===== src/rtl/pipe_arith_hs.sv =====
// pipe_arith_hs: three-stage arithmetic pipeline with valid/ready handshakes.
//   Stage 1: x1 = A + B, x2 = C - D; D and mode registered alongside.
//   Stage 2: x3 = x1 + x2; D and mode carried forward.
//   Stage 3: F = x3*D | x3+D | x3-D | x3, selected by mode.
// All arithmetic is unsigned modulo 2^N.
//
// Ports:
//   clk        rising-edge clock
//   rst        asynchronous active-high reset
//   A,B,C,D    N-bit unsigned operands
//   mode       2-bit final-stage operation select, captured with the operands
//   in_valid   operand set valid
//   in_ready   stage 1 accepts an operand set this cycle (combinational)
//   F          stage-3 result
//   out_valid  F holds a valid result (stage-3 valid bit)
//   out_ready  consumer accepts F this cycle
//   occ        number of valid stages (0..3)
module pipe_arith_hs #(
    parameter int unsigned N = 10
) (
    input  logic         clk,
    input  logic         rst,
    input  logic [N-1:0] A,
    input  logic [N-1:0] B,
    input  logic [N-1:0] C,
    input  logic [N-1:0] D,
    input  logic [1:0]   mode,
    input  logic         in_valid,
    output logic         in_ready,
    output logic [N-1:0] F,
    output logic         out_valid,
    input  logic         out_ready,
    output logic [1:0]   occ
);

    localparam int unsigned MW = 2;

    typedef enum logic [MW-1:0] {
        MODE_MUL = 2'b00,
        MODE_ADD = 2'b01,
        MODE_SUB = 2'b10,
        MODE_PASS = 2'b11
    } mode_e;

    // Stage valid bits (stage 3 valid is out_valid)
    logic v1;
    logic v2;

    // Stage 1 data
    logic [N-1:0]  x1_q;
    logic [N-1:0]  x2_q;
    logic [N-1:0]  d1_q;
    logic [MW-1:0] m1_q;

    // Stage 2 data
    logic [N-1:0]  x3_q;
    logic [N-1:0]  d2_q;
    logic [MW-1:0] m2_q;

    // Handshake / load enables
    logic ld1;
    logic ld2;
    logic ld3;
    logic in_xfer;
    logic out_xfer;

    logic [N-1:0] f_next;

    // A stage may load when empty or when it is itself moving on this cycle.
    // The chain runs back from the consumer so bubbles get squeezed out.
    always_comb begin
        ld3      = !out_valid || out_ready;
        ld2      = !v2 || ld3;
        ld1      = !v1 || ld2;
        // Hold off acceptance while reset is applied so nothing transfers.
        in_ready = ld1 && !rst;
        in_xfer  = in_valid && in_ready;
        out_xfer = out_valid && out_ready;
    end

    // Final-stage operation on stage-2 contents
    always_comb begin
        f_next = x3_q;
        case (mode_e'(m2_q))
            MODE_MUL:  f_next = x3_q * d2_q;
            MODE_ADD:  f_next = x3_q + d2_q;
            MODE_SUB:  f_next = x3_q - d2_q;
            MODE_PASS: f_next = x3_q;
            default:   f_next = x3_q;
        endcase
    end

    // Valid bits and occupancy counter
    always_ff @(posedge clk or posedge rst) begin
        if (rst) begin
            v1        <= 1'b0;
            v2        <= 1'b0;
            out_valid <= 1'b0;
            occ       <= 2'd0;
        end else begin
            if (ld1) begin
                v1 <= in_xfer;
            end
            if (ld2) begin
                v2 <= v1;
            end
            if (ld3) begin
                out_valid <= v2;
            end
            occ <= occ + 2'(in_xfer) - 2'(out_xfer);
        end
    end

    // Stage 1 data capture
    always_ff @(posedge clk or posedge rst) begin
        if (rst) begin
            x1_q <= '0;
            x2_q <= '0;
            d1_q <= '0;
            m1_q <= '0;
        end else if (in_xfer) begin
            x1_q <= A + B;
            x2_q <= C - D;
            d1_q <= D;
            m1_q <= mode;
        end
    end

    // Stage 2 data capture, only from a valid stage 1
    always_ff @(posedge clk or posedge rst) begin
        if (rst) begin
            x3_q <= '0;
            d2_q <= '0;
            m2_q <= '0;
        end else if (ld2 && v1) begin
            x3_q <= x1_q + x2_q;
            d2_q <= d1_q;
            m2_q <= m1_q;
        end
    end

    // Stage 3 result; loading only valid data keeps F at 0 until the first
    // real result and holds it steady under backpressure.
    always_ff @(posedge clk or posedge rst) begin
        if (rst) begin
            F <= '0;
        end else if (ld3 && v2) begin
            F <= f_next;
        end
    end

endmodule


===== config.mk =====
export PLATFORM = sky130hd
export DESIGN_NAME = pipe_arith_hs
export DESIGN_NICKNAME = d
export VERILOG_FILES = /design/src/rtl/pipe_arith_hs.sv
export SDC_FILE = /design/constraint.sdc
export NUM_CORES = 1
export LEC_CHECK = 0
export ABC_AREA = 1
export CORE_UTILIZATION = 44
export DETAILED_ROUTE_END_ITERATION = 10
export SLEW_MARGIN = 10
export SYNTH_ARGS = -nofsm -noshare
export SYNTH_HDL_FRONTEND = slang
export SYNTH_SLANG_ARGS = --single-unit

===== constraint.sdc =====
create_clock -name clk -period 6.8 [get_ports clk]
set_input_delay 1.36 -clock clk [delete_from_list [all_inputs] [get_ports clk]]
set_output_delay 1.36 -clock clk [all_outputs]
set_load 0.005 [all_outputs]

==> flow_summary.json, run 1 <==
{
  "status": "finished clean",
  "pin_count": 60,
  "grt_first_pass_wirelength_um": 23800,
  "arrival_ps": 4800,
  "die_w_um": 122,
  "hp-class": "flop to flop",
  "cts_tree": "done",
  "rr_startpoint": "x3_q[1]",
  "cpMaxStageDelayCell": "dfrtp_1",
  "seq_area_frac_synth_pct": 27.5,
  "path_cells": "nand2_1, fa_1, fa_1, inv_1, fa_1, fa_1, fa_1, ha_1, nand2_1, nor2_1, a211oi_1, o31ai_1, inv_1, nand3_1, nand3_1, nand2_1, nand2_1",
  "syn_inst": 868,
  "cts_buffers": 9,
  "avgSynthCellArea_sq_um": 7.25,
  "maxCapViolations": 0,
  "fmax_mhz": 221,
  "period_share_pct": 66.6,
  "holdPathEnd": "d2_q[9]",
  "grt_pass1_vias": 5003,
  "r2r_slack_ps": 2270,
  "path_delay_family": "adder cells",
  "cts_max_path_buffers": 2,
  "worstHoldPathCells": 2,
  "crit_buf_inv": 2,
  "max-slew-margin-rel_pct": 45.4,
  "clock-root-buffer": "clkbuf_16",
  "cts_resized": 0,
  "clock-sinks": 69,
  "dieArea_sq_um": 14800,
  "r2r_end": "F[9]",
  "via_per_inst": 4.84,
  "crit_start": "x3_q[1]",
  "setup_viol": 0,
  "cts_hold_buf": 0,
  "p_per_area_nw_per_um2": 368,
  "ys_ff_latch": 69,
  "dr.pass1.iters": 5,
  "clk_pin_slew_ps": 60,
  "ant_nets": 0,
  "p_leak_nw": 3.98,
  "grt_overflow": 0,
  "setup_ws_ps": 2270,
  "criticalPathCategory": "flop to flop",
  "hold_start": "d1_q[9]",
  "vdd_ir_drop_max_mv": 0.142,
  "routed_wl_um": 14400,
  "avgRoutedWirePerCell_um": 13.1,
  "grt.total_usage_pct": 20.7,
  "crit_top_cell": "fa_1",
  "yosysWarnings": 0,
  "grt_max_degree": 53,
  "start_util_pct": 45.1,
  "cts_htree_levels": 3,
  "tns_ps": 0,
  "worstMarginPinSlew_ps": 817,
  "dp.cells": 1084,
  "drt_iter0_drc": 248,
  "synth_nets": 1007,
  "required_ps": 7070,
  "cts_setup_buffers": 0,
  "num_rows": 43,
  "setup.worst_path.start_class": "flop",
  "finalHoldViolations": 0,
  "stdcell_count": 1100,
  "stdcell_area_sq_um": 7260,
  "fin_crit_ps": 4530,
  "critical_path.max_fanout": 14,
  "vias": 5322,
  "max_stage_delay_ps": 620,
  "port_buffers": 59,
  "chipHeight_um": 122,
  "clk_latency_ps": 330,
  "place_ws_ps": 2220,
  "post_dp_cell_area_sq_um": 6970,
  "syn_area_sq_um": 6290,
  "syn2layout_area_growth_pct": 15.4,
  "worst_setup_path_end_kind": "flop",
  "routabilityCongestion": 0.842,
  "finalNetCount": 1054,
  "drc": 0,
  "dp_hpwl_um": 11500,
  "rsz0062_at_grt": "no",
  "antenna_found_initial": 0,
  "synthDistinctLibCells": 40,
  "n_antenna_cell": 0,
  "fp.coreArea_sq_um": 13900,
  "drv_slew": 0,
  "rr_worst_depth": 17,
  "clock_skew_ps": 5.47,
  "drive_gt1_share_pct": 4.89
}
-- metrics by stage --
stage / hold slack, ps / utilization (%) / power [mW]
CTS: 466 / 52.1 / 2.70
global placement: 453 / 50.0 / 2.21
floorplan: 442 / - / 1.80
global route: 495 / 52.1 / 2.96
detailed placement: 452 / 50.0 / 2.22
finish: 463 / 52.1 / 2.67
-- cell usage in the layout, fill, tap and decap left out, types with 2 or more instances in the layout --
cell             Yosys  final
o31ai_1              2      2
nor2_1              30     30
nand2_1            274    274
clkdlybuf4s50_1      0     59
nand2_2              9      9
xnor2_1              4      4
inv_2                6      7
clkbuf_16            0      9
clkinv_2             0      2
o21ai_1              3      3
nand4_1              3      3
nand3_2              4      4
o211ai_1             4      4
clkbuf_1            10      2
inv_1              141    140
a22oi_1              2      2
o2111ai_1            2      2
a211oi_2             2      2
or2_2                6      6
ha_1                67     67
or2_0                2      2
o21ai_0             69     69
nand3b_1             2      2
a21oi_1             40     40
buf_4                3      2
nor3_1               4      4
xor2_1              20     20
nand3_1             42     42
fa_1                26     26
dfrtp_1             69     69
-- worst min-delay path, delay by kind of cell, from the launching register on --
kind             cells  cell delay (ps)
flip-flops           1              340
AND/OR/NAND/NOR      2               90
-- power by group --
part / total (mW) / internal [mW] / leakage (nW) / switching [mW]
Sequential: 0.681 / 0.517 / 0.858 / 0.164
Clock: 0.464 / 0.293 / 0.143 / 0.171
Combinational: 1.53 / 0.634 / 2.97 / 0.891
Total: 2.67 / 1.44 / 3.98 / 1.23
-- synthesized netlist by cell type (all sizes together) --
cell type / n / area share, %
nand3: 46 / 4.0
a211oi: 3 / 0.52
xor2: 20 / 2.8
nand2b: 1 / 0.10
o21bai: 1 / 0.12
a21oi: 41 / 3.3
a211o: 1 / 0.14
o211ai: 4 / 0.48
o311ai: 1 / 0.14
o2111ai: 2 / 0.28
inv: 147 / 8.8
a21o: 1 / 0.12
nand4: 3 / 0.30
or2: 9 / 0.90
nor3: 4 / 0.32
a22oi: 2 / 0.24
a31oi: 1 / 0.10
nand2: 283 / 17
clkbuf: 11 / 0.82
o21ai: 72 / 5.7
nor2: 30 / 1.8
xnor2: 4 / 0.56
ha: 67 / 13
buf: 14 / 1.6
o31ai: 2 / 0.24
fa: 26 / 8.3
dfrtp: 69 / 27
nand3b: 2 / 0.24
nor4: 1 / 0.10
-- logic make-up after synthesis --
logic type      count (synthesis)  share of synthesized area, %
fa+ha+maj                      93                          21.6
simple gates                  379                          25.0
xor+xnor                       24                          3.34
flops                          69                          27.5
buf+inv                       172                          11.2
compound gates                131                          11.4
-- how the worst max path moves through the flow --
stage               endpoint  slack [ps]  cells after the start
floorplan           in_ready        2390                      3
global placement        F[9]        2310                     15
detailed placement      F[9]        2220                     15
CTS                     F[9]        2210                     17
global route            F[9]        1960                     19
finish                  F[9]        2270                     17
-- per-layer routing --
| layer | vias up | part of all wire, % | GRT usage, % |
|---|---|---|---|
| met2 | 77 | 45 | 33.8 |
| li1 | 2823 | - | - |
| met1 | 2410 | 51 | 29.1 |
| met4 | 0 | 1.0 | 4.48 |
| met5 | - | 0 | 0 |
| met3 | 12 | 3.0 | 2.95 |
-- area by class of cell --
| class | instances | area [sq um] |
|---|---|---|
| flip-flops and latches | 69 | 1730 |
| fillers | 1384 | 6670 |
| repair buffers | 61 | 606 |
| inverters | 147 | 552 |
| well taps | 180 | 225 |
| clock buffers | 12 | 246 |
| multi-input cells | 627 | 3860 |
| clock inverters | 4 | 47.5 |
-- state kept, by name, summed over array words and instances, names as in the netlist --
| register | cells |
|---|---|
| d1_q | 10 |
| F | 10 |
| x3_q | 10 |
| occ | 2 |
| out_valid | 1 |
| v1 | 1 |
| v2 | 1 |
| d2_q | 10 |
| x2_q | 10 |
| m2_q | 2 |
| m1_q | 2 |
| x1_q | 10 |
Power figures use the tool's default switching activity.
==> inputs of run 2 (changes only) <==
- PLACE_DENSITY: not set -> 0.66
- clock period: 6.8 -> 3.9 ns (I/O delays scaled with it)
==> run 2 against run 1 <==
The flow now finishes with violations (negative setup slack); sequential power up 64%; clock power up 94%; global-route usage up 1.9 points; die area unchanged; setup slack worse by 2400 ps; non-clock buffer count up 50.
==> flow_summary.json, run 2 (synthesis results as in run 1) <==
{
  "dieArea_sq_um": 14800,
  "setup_viol": 2,
  "place_ws_ps": -190,
  "dr.pass1.iters": 5,
  "vias": 5693,
  "setup.worst_path.start_class": "flop",
  "drive_gt1_share_pct": 14.5,
  "period_share_pct": 103,
  "max-slew-margin-rel_pct": 47.1,
  "n_antenna_cell": 0,
  "drv_slew": 0,
  "rr_worst_depth": 17,
  "cts_htree_levels": 3,
  "grt.total_usage_pct": 22.6,
  "die_w_um": 122,
  "fin_crit_ps": 4020,
  "hold_ws_ps": 478,
  "clock-root-buffer": "clkbuf_16",
  "criticalPathCategory": "flop to flop",
  "num_rows": 43,
  "drc": 0,
  "routed_wl_um": 15200,
  "clk_pin_slew_ps": 60,
  "finalNetCount": 1104,
  "fillers": 1322,
  "chipHeight_um": 122,
  "worstMarginPinSlew_ps": 793,
  "cts_max_path_buffers": 2,
  "clock_skew_ps": 8.17,
  "p_seq_share_pct": 20.0,
  "final_common_cell": "nand2_1",
  "p_sw_mw": 2.45,
  "required_ps": 4180,
  "rsz0062_at_grt": "yes",
  "setup_ws_ps": -122,
  "ant_nets": 0,
  "p_int_mw": 3.15,
  "rr_startpoint": "d2_q[3]",
  "avgRoutedWirePerCell_um": 13.2,
  "grt_first_pass_wirelength_um": 26000,
  "fmax_mhz": 249,
  "arrival_ps": 4300,
  "maxCapViolations": 0,
  "hp-class": "flop to flop",
  "port_buffers": 59,
  "p_leak_nw": 4.27,
  "r2r_end": "F[9]",
  "p_per_area_nw_per_um2": 707,
  "sw_frac_of_total_pct": 43.8,
  "cts_buffers": 9,
  "vdd_ir_drop_max_mv": 0.369,
  "clk_latency_ps": 350,
  "dp_hpwl_um": 12000,
  "critical_path.max_fanout": 6,
  "pwr-share-clk_pct": 16.1,
  "finalHoldViolations": 0,
  "cts_tree": "done",
  "syn2layout_area_growth_pct": 25.9,
  "status": "finished, violations left",
  "grt_max_degree": 49,
  "holdPathEnd": "m1_q[0]",
  "grt_pass1_vias": 5424,
  "final_cell_mix": "nand2_1, inv_1, o21ai_0, dfrtp_1, ha_1",
  "clock-sinks": 69,
  "r2r_slack_ps": -120,
  "comb_power_share_pct": 63.9,
  "fp.coreArea_sq_um": 13900,
  "worst_setup_path_end_kind": "flop",
  "worstHoldPathCells": 2,
  "hold_start": "m1_q[0]",
  "grt_overflow": 0,
  "antenna_found_initial": 0,
  "violations": "negative setup slack",
  "via_per_inst": 4.95,
  "pin_count": 60,
  "drt_iter0_drc": 278,
  "routabilityCongestion": 0.896,
  "start_util_pct": 45.1
}
run 2: cell count changes in the layout (fill, tap and decap cells not counted), sizes merged:
cell	delta
clkbuf	-1
buf	+50
clkinvlp	-1
bufinv	+1
inv	+1
run 2: metal layers:
| metal | part of all wire, % | GRT usage, % |
|---|---|---|
| met5 | 0 | 0 |
| met1 | 49 | 32.7 |
| met4 | 1.3 | 7.33 |
| met3 | 4.8 | 3.23 |
| met2 | 45 | 34.6 |
run 2: worst max path at each step:
stage / startpoint / end / slack (ps) / cells past startpoint
after floorplan: d2_q[1] / F[9] / -60 / 17
after global placement: d2_q[3] / F[9] / -150 / 16
after detailed placement: d2_q[3] / F[9] / -190 / 17
after CTS: x3_q[3] / F[9] / -140 / 17
after global routing: x3_q[5] / F[9] / -300 / 20
final: d2_q[3] / F[9] / -120 / 17
run 2: timing repair:
item | in CTS | in global routing
hold endpoints to repair | 0 | 0
setup endpoints to repair | 4 | 5
pin swaps | 28 | 11
buffers inserted | 10 | 3
gates resized for setup | 28 | 18
hold buffers | 0 | 0
run 2: through the flow:
stage	instances	setup TNS, ps	utilization, %	area (sq um)	power [mW]
2_1_floorplan	868	-56.4	-	6400	3.41
6_report	1150	-182	56.8	7920	5.60
3_5_place_dp	1121	-515	52.6	7330	4.38
4_1_cts	1147	-268	56.0	7800	5.45
5_1_grt	1150	-847	56.8	7920	6.15
3_3_place_gp	1121	-313	52.6	7330	4.32
run 2: layout make-up:
cell class	count	area, sq um	share of cell area, %
Sequential cell	69	1740	21.9
Timing Repair Buffer	111	1010	12.8
Clock buffer	11	243	3.07
Inverter	147	552	6.97
Clock inverter	5	82.6	1.04
Multi-Input combinational cell	627	4070	51.4
Tap cell	180	225	2.84
run 2: worst max-delay path, stage by stage, from the launching register on:
cell and delay, ps:
dfrtp_2 460, nand2_2 80, fa_1 480, fa_1 490, inv_1 50, fa_1 500, fa_1 430, fa_2 550
ha_4 210, nand2_4 70, nor2_2 40, a211oi_2 210, o31ai_2 100, inv_1 60, nand3_1 60, nand3_1 70
nand2_1 50, nand2_1 60
run 2: power by group through the flow:
stage	combinational [mW]	sequential [mW]	clock, mW
final	3.58	1.12	0.901
after global placement	3.22	1.11	0
after floorplan	2.37	1.04	0
after global routing	4.06	1.14	0.945
after detailed placement	3.26	1.11	0
after CTS	3.43	1.11	0.917
==> inputs of run 3 (changes only) <==
- SKIP_CTS_REPAIR_TIMING: not set -> 1
==> run 3 against run 2 <==
The run still ends with negative setup slack left; worst hold slack is essentially flat; register-to-register slack gained 20 ps; non-clock buffer count shrank 2; combinational power shrank 3%; critical path depth is the same; fmax grew 0.52%; die area is the same; cell area shrank 0.66%; largest cell class unchanged.
==> flow_summary.json, run 3 (synthesis results as in run 1) <==
{
  "status": "finished, violations left",
  "violations": "negative setup slack",
  "dp.cells": 1121,
  "stdcell_count": 1148,
  "cts_htree_levels": 3,
  "finalHoldViolations": 0,
  "fmax_mhz": 250,
  "cts_tree": "done",
  "drive_gt1_share_pct": 14.0,
  "total_power_mw": 5.47,
  "p_per_area_nw_per_um2": 696,
  "sw_frac_of_total_pct": 43.6,
  "wl_met3_um": 605,
  "vias": 5633,
  "maxCapViolations": 0,
  "multi_input_area_sq_um": 4040,
  "ant_nets": 0,
  "rr_worst_depth": 17,
  "setup.worst_path.start_class": "flop",
  "worstMarginPinSlew_ps": 786,
  "grt_first_pass_wirelength_um": 25600,
  "arrival_ps": 4280,
  "via_per_inst": 4.91,
  "finalNetCount": 1102,
  "cts_max_path_buffers": 2,
  "setup_viol": 2,
  "fp.coreArea_sq_um": 13900,
  "tns_ps": -154,
  "final_cell_mix": "nand2_1, inv_1, o21ai_0, dfrtp_1, clkdlybuf4s50_1",
  "hp-class": "flop to flop",
  "holdPathEnd": "m1_q[0]",
  "drc": 0,
  "worstHoldPathCells": 2,
  "grt_pass1_vias": 5323,
  "clock_skew_ps": 8.12,
  "grt.total_usage_pct": 22.3,
  "chipHeight_um": 122,
  "clock-root-buffer": "clkbuf_16",
  "vdd_ir_drop_max_mv": 0.325,
  "max-slew-margin-rel_pct": 47.6,
  "fin_crit_ps": 4000,
  "pin_count": 60,
  "p_int_mw": 3.09,
  "die_w_um": 122,
  "required_ps": 4180,
  "start_util_pct": 45.1,
  "period_share_pct": 103,
  "num_rows": 43,
  "r2r_slack_ps": -100,
  "worst_setup_path_end_kind": "flop",
  "setup_ws_ps": -101,
  "clk_latency_ps": 340,
  "hold_start": "m1_q[0]",
  "criticalPathCategory": "flop to flop",
  "wl_met1_um": 7450,
  "hold_ws_ps": 478,
  "comb_power_share_pct": 63.2,
  "dp_hpwl_um": 12000,
  "clock-sinks": 69,
  "rr_startpoint": "d2_q[3]",
  "drv_slew": 0,
  "port_buffers": 59,
  "dr.pass1.iters": 5,
  "cts_buffers": 9,
  "grt_max_degree": 49,
  "clk_pin_slew_ps": 60,
  "rsz0062_at_grt": "yes",
  "p_sw_mw": 2.39,
  "routabilityCongestion": 0.896,
  "final_common_cell": "nand2_1",
  "syn2layout_area_growth_pct": 25.0,
  "avgRoutedWirePerCell_um": 13.1,
  "p_leak_nw": 4.22,
  "antenna_found_initial": 0,
  "fillers": 1335,
  "final_util_pct": 56.4,
  "dieArea_sq_um": 14800,
  "grt_overflow": 0,
  "n_antenna_cell": 0,
  "top_layer": "met4",
  "regArea_sq_um": 1740,
  "p_seq_share_pct": 20.3,
  "met2_wirelength_um": 6760,
  "r2r_end": "F[9]",
  "pwr-share-clk_pct": 16.5,
  "routed_wl_um": 15000,
  "critical_path.max_fanout": 6,
  "drt_iter0_drc": 323
}
-- run 3: through the flow --
| stage | cell area [sq um] | setup slack [ps] |
|---|---|---|
| finish | 7870 | -101 |
| detailed placement | 7330 | -190 |
| global placement | 7330 | -155 |
| CTS | 7650 | -211 |
| global route | 7870 | -273 |
| floorplan | 6400 | -56.4 |
-- run 3: worst max-delay path by stage --
stage	startpoint	to	slack [ps]	cells past startpoint
2_1_floorplan	d2_q[1]	F[9]	-60	17
3_3_place_gp	d2_q[3]	F[9]	-150	16
3_5_place_dp	d2_q[3]	F[9]	-190	17
4_1_cts	d2_q[3]	F[9]	-210	17
5_1_grt	x3_q[3]	F[9]	-270	17
6_report	d2_q[3]	F[9]	-100	17
-- run 3: layer usage --
layer	GRT usage (%)	vias up
li1	-	2930
met2	34.0	101
met3	3.60	17
met4	6.79	0
met5	0	-
met1	32.2	2585
-- run 3: power groups by stage --
| stage | clock network, mW | registers, mW | logic, mW |
|---|---|---|---|
| after floorplan | 0 | 1.04 | 2.37 |
| after global placement | 0 | 1.11 | 3.22 |
| after detailed placement | 0 | 1.11 | 3.26 |
| after CTS | 0.917 | 1.10 | 3.28 |
| after global routing | 0.944 | 1.14 | 3.94 |
| final | 0.901 | 1.11 | 3.46 |
-- run 3: cell type report --
class	instances	area share (%)
sequential	69	22.1
timing repair buffer	109	12.5
clock buffer	11	3.09
clock inverter	5	1.05
tap	180	2.86
inverter	147	7.02
multi-input combinational	627	51.4
-- run 3: critical path, cell delays in order, from the launching register on --
cell      delay (ps)
dfrtp_2          430
nand2_2           70
fa_1             490
fa_1             490
inv_1             50
fa_1             530
fa_1             440
fa_2             550
ha_4             210
nand2_4           60
nor2_2            40
a211oi_2         170
o31ai_2          100
inv_1             60
nand3_1           60
nand3_1           70
nand2_1           50
nand2_1           50
